[config.mk]
export PLATFORM = sky130hd
export DESIGN_NAME = jerky_expect_gen
export DESIGN_NICKNAME = d
export VERILOG_FILES = /design/src/rtl/jerky_checker_pkg.sv /design/src/rtl/jerky_expect_gen.sv
export SDC_FILE = /design/constraint.sdc
export NUM_CORES = 1
export LEC_CHECK = 0
export CAP_MARGIN = 30
export CELL_PAD_IN_SITES_DETAIL_PLACEMENT = 1
export CELL_PAD_IN_SITES_GLOBAL_PLACEMENT = 2
export CORE_ASPECT_RATIO = 0.75
export CORE_MARGIN = 3
export CORE_UTILIZATION = 22
export DETAILED_ROUTE_END_ITERATION = 7
export PLACE_DENSITY_LB_ADDON = 0.2
export SYNTH_ARGS = -nofsm -noshare
export SYNTH_HDL_FRONTEND = slang
export SYNTH_SLANG_ARGS = --single-unit
[constraint.sdc]
create_clock -name clk_i -period 1.6 [get_ports clk_i]
set_clock_uncertainty 0.2 [all_clocks]
set_input_delay 0.32 -clock clk_i [delete_from_list [all_inputs] [get_ports clk_i]]
set_output_delay 0.32 -clock clk_i [all_outputs]
set_load 0.01 [all_outputs]
[src/rtl/jerky_checker_pkg.sv]
// Shared types and pattern helpers for the jerky counter checker.
// Values are handled at JERKY_MAX_W bits so that one package serves any WIDTH up to 32.
package jerky_pkg;

  localparam int JERKY_WIDTH   = 8;
  localparam int JERKY_MAX_W   = 32;
  localparam int JERKY_MSB_BIT = JERKY_WIDTH - 1;

  typedef enum logic [1:0] {
    HUNT   = 2'd0,
    VERIFY = 2'd1,
    LOCKED = 2'd2
  } chk_state_t;

  typedef logic [JERKY_MAX_W-1:0] jword_t;

  // Next expected value after a matched sample; top_pow is 2^(WIDTH-1).
  function automatic jword_t jerky_next(input jword_t last_pow, input jword_t sample,
                                        input jword_t top_pow);
    if (sample == jword_t'(1)) begin
      return (last_pow == top_pow) ? jword_t'(2) : (last_pow << 1);
    end
    return jword_t'(1);
  endfunction

  function automatic logic is_onehot(input jword_t v);
    return (v != '0) && ((v & (v - jword_t'(1))) == '0);
  endfunction

endpackage

[src/rtl/jerky_expect_gen.sv]
// Tracks the last power of two seen and the value the checker expects next.
// clear has priority over load, and load has priority over advance.
module jerky_expect_gen
  import jerky_pkg::*;
#(
  parameter int WIDTH = 8
) (
  input  logic             clk_i,
  input  logic             rst_ni,
  input  logic             load_i,
  input  logic             advance_i,
  input  logic             clear_i,
  input  logic [WIDTH-1:0] sample_i,
  output logic [WIDTH-1:0] expected_o
);
  localparam jword_t TOP_POW = jword_t'(1) << (WIDTH - 1);

  logic [WIDTH-1:0] last_pow_q, last_pow_d;
  logic [WIDTH-1:0] expected_q, expected_d;

  always_comb begin
    last_pow_d = last_pow_q;
    expected_d = expected_q;
    if (clear_i) begin
      expected_d = '0;
    end else if (load_i) begin
      last_pow_d = sample_i;
      expected_d = WIDTH'(1);
    end else if (advance_i) begin
      expected_d = WIDTH'(jerky_next(jword_t'(last_pow_q), jword_t'(sample_i), TOP_POW));
      if (sample_i != WIDTH'(1)) last_pow_d = sample_i;
    end
  end

  always_ff @(posedge clk_i) begin
    if (!rst_ni) begin
      last_pow_q <= '0;
      expected_q <= '0;
    end else begin
      last_pow_q <= last_pow_d;
      expected_q <= expected_d;
    end
  end

  assign expected_o = expected_q;
endmodule

==> flow_metrics.env <==
export IMPL_status="complete, no violations"
export IMPL_worstSkewPairLatency_ns=0.25
export IMPL_ant_nets=0
export IMPL_core_region_area_um2=2720
export IMPL_async_flop_share=0
export IMPL_cp_top_family="simple AND/OR/NAND/NOR gates"
export IMPL_p_per_area_nw_per_um2=887
export IMPL_std_cell_rows=16
export IMPL_wl_per_cell_um=12.5
export IMPL_fin_util=0.362
export IMPL_drcViolationCount=0
export IMPL_drive_above_1_share=0.248
export IMPL_min_period_ns=1.55
export IMPL_yosys_top_cells_count="nand2_1, dfxtp_1, mux2i_1, nor2_1, a22oi_1"
export IMPL_die_h_um=53.3
export IMPL_cp_cell_sequence="buf_6 > or4b_4 > nor3_4 > buf_6 > a22oi_1 > nor2_1"
export IMPL_max_slew_margin=0.751
export IMPL_htree_levels=1
export IMPL_vdd_ir_drop_max_mv=0.366
export IMPL_cp_max_fo=4
export IMPL_ys_warnings_count=0
export IMPL_antenna_found_initial=0
export IMPL_yosysUniqueCellTypes=18
export IMPL_rsz0062_at_grt="true"
export IMPL_hp_class="primary input to register"
export IMPL_overflow=0
export IMPL_viasPerCell=4.49
export IMPL_fp_dieArea_um2=3680
export IMPL_clock_root_buffer="clkbuf_8"
export IMPL_synth_most_common_cell="nand2_1"
export IMPL_finalCritPeriodShare=0.967
export IMPL_crit_top_cell="buf_6"
export IMPL_dp_hpwl_um=1360
export IMPL_syn_avg_cell_area_um2=9.11
export IMPL_cp_buffers_inverters=2
export IMPL_cap_violations=0
export IMPL_crit_start="sample_i[5]"
export IMPL_synth_flop_cell="dfxtp_1"
export IMPL_endpoint_kind="register"
export IMPL_nets=115
export IMPL_firstDrtPassIters=2
export IMPL_syn_inst=72
export IMPL_cp_depth=6
export IMPL_slowest_delay_ns=0.57
export IMPL_grt_max_degree=11
export IMPL_crit_path_start_kind="primary input"
export IMPL_crit_end="expected_o[5]$_SDFFE_PP0P_"
export IMPL_clockBufferDepth=2
export IMPL_r2r_slack_ns=0.38
export IMPL_synth_top_area_share=0.489
export IMPL_globalplace_congestion=0.662
export IMPL_syn_nets=85
export IMPL_port_buffers=20
export IMPL_slew_viol_final=0
export IMPL_critPathSlowestCell="or4b_4"
export IMPL_yosysTopAreaCell="dfxtp_1"
export IMPL_netlist_area_um2=656
export IMPL_required_ns=1.59
export IMPL_cts_sinks=16
export IMPL_ys_seq_area_frac=0.489
export IMPL_cts_hold_fix_buffers=0
export IMPL_worstSetupPathType="primary input to register"
export IMPL_cts_tree="built"
export IMPL_setup_viol=0
export IMPL_tightest_slew_ns=0.372
export IMPL_p_leak_nw=0.436
export IMPL_ys_ff_latch=16
export IMPL_die_width_um=69.0
export IMPL_diodes=0
export IMPL_area_growth_pct=50.2
export IMPL_vias=615
export IMPL_wirelength_um=1710
export IMPL_fmax_mhz=647
export IMPL_rr_startpoint="last_pow_q[1]$_SDFFE_PN0P_"
export IMPL_r2r_cells=4
export IMPL_grt_pass1_vias=620
export IMPL_synth_edf_count=0
export IMPL_grt_pass1_wl_um=2840
export IMPL_hold_viol_final=0
export IMPL_r2r_end="expected_o[1]$_SDFFE_PP0P_"
export IMPL_initial_core_util=0.241
export IMPL_initialDrtViolationCount=22
export IMPL_p_total_w=0.000873
export IMPL_synth_top_cells_by_area="dfxtp_1, mux2i_1, nand2_1"
export IMPL_cp_arrival_ns=1.53
export IMPL_clk_pin_slew_worst_paths_ns=0.06
export IMPL_numCtsBuffers=3
export IMPL_grt_use_total=0.102
export IMPL_ioPinCount=21
==> timing repair <==
item	4_1_cts	5_1_grt
pin swaps	5	5
setup buffers	2	0
gates resized for setup	33	7
setup endpoints to repair	24	15
cloned	0	0
==> power by group <==
group / switching, W / leakage, nW / total, W / internal [W]
logic: 0.0000458 / 0.276 / 0.0000949 / 0.0000491
registers: 0.0000122 / 0.130 / 0.000425 / 0.000413
clock network: 0.000135 / 0.0288 / 0.000353 / 0.000218
==> logic make-up after synthesis <==
group / share of synthesized area
AO/OA/AOI/OAI: 0.118
buffers and inverters: 0.0286
flip-flops: 0.489
multiplexers: 0.122
AND/OR/NAND/NOR: 0.242
==> cells in the final DEF, fill, tap and decap left out, types with 3 or more instances in the layout <==
cell / count
dfxtp_1: 16
nor2_1: 8
mux2i_1: 8
buf_2: 3
clkbuf_2: 3
nand2_1: 17
dlygate4sd2_1: 9
a22oi_1: 5
buf_4: 6
clkdlybuf4s50_1: 3
clkbuf_8: 4
==> worst min-delay path: stages <==
cell and delay [ns]:
buf_6 0.09, nand2_1 0.05, mux2i_1 0.05
==> stage by stage <==
step / cell area (um^2) / hold slack [ns] / cells / TNS [ns] / worst slack, ns
after floorplan: 663 / 0.230 / 72 / -0.348 / -0.0618
after global placement: 938 / 0.250 / 131 / -8.72 / -0.583
after detailed placement: 938 / 0.263 / 131 / -8.94 / -0.603
after CTS: 986 / 0.128 / 137 / 0 / 0.00615
after global routing: 985 / 0.133 / 137 / -0.0468 / -0.0185
final: 985 / 0.111 / 137 / 0 / 0.0534
==> registers in the layout, summed over array words and instances, names as in the netlist <==
name / cells
expected_o: 8
last_pow_q: 8
==> worst min path at each step <==
stage | start | endpoint | slack (ns) | cells after the start
after floorplan | last_pow_q[7]$_SDFFE_PN0P_ | last_pow_q[7]$_SDFFE_PN0P_ | 0.23 | 2
after global placement | last_pow_q[7]$_SDFFE_PN0P_ | last_pow_q[7]$_SDFFE_PN0P_ | 0.25 | 2
after detailed placement | expected_o[1]$_SDFFE_PP0P_ | expected_o[1]$_SDFFE_PP0P_ | 0.26 | 2
after CTS | sample_i[5] | last_pow_q[5]$_SDFFE_PN0P_ | 0.13 | 3
after global routing | sample_i[5] | last_pow_q[5]$_SDFFE_PN0P_ | 0.13 | 3
final | sample_i[5] | last_pow_q[5]$_SDFFE_PN0P_ | 0.11 | 3
==> final cells by class <==
cell class	instances	area (um^2)
fill	327	1740
timing repair buffer	27	216
tap	36	45.0
multi-input combinational	51	337
inverter	3	11.3
sequential	16	320
clock buffer	4	55.1
==> metal layers <==
layer / part of all wire / wire length [um] / GRT usage
met5: 0 / 0 / 0
met4: 0.0082 / 14 / 0.0390
met3: 0.047 / 81 / 0.0398
met2: 0.43 / 735 / 0.158
met1: 0.52 / 883 / 0.129
Power figures use the tool's default switching activity.
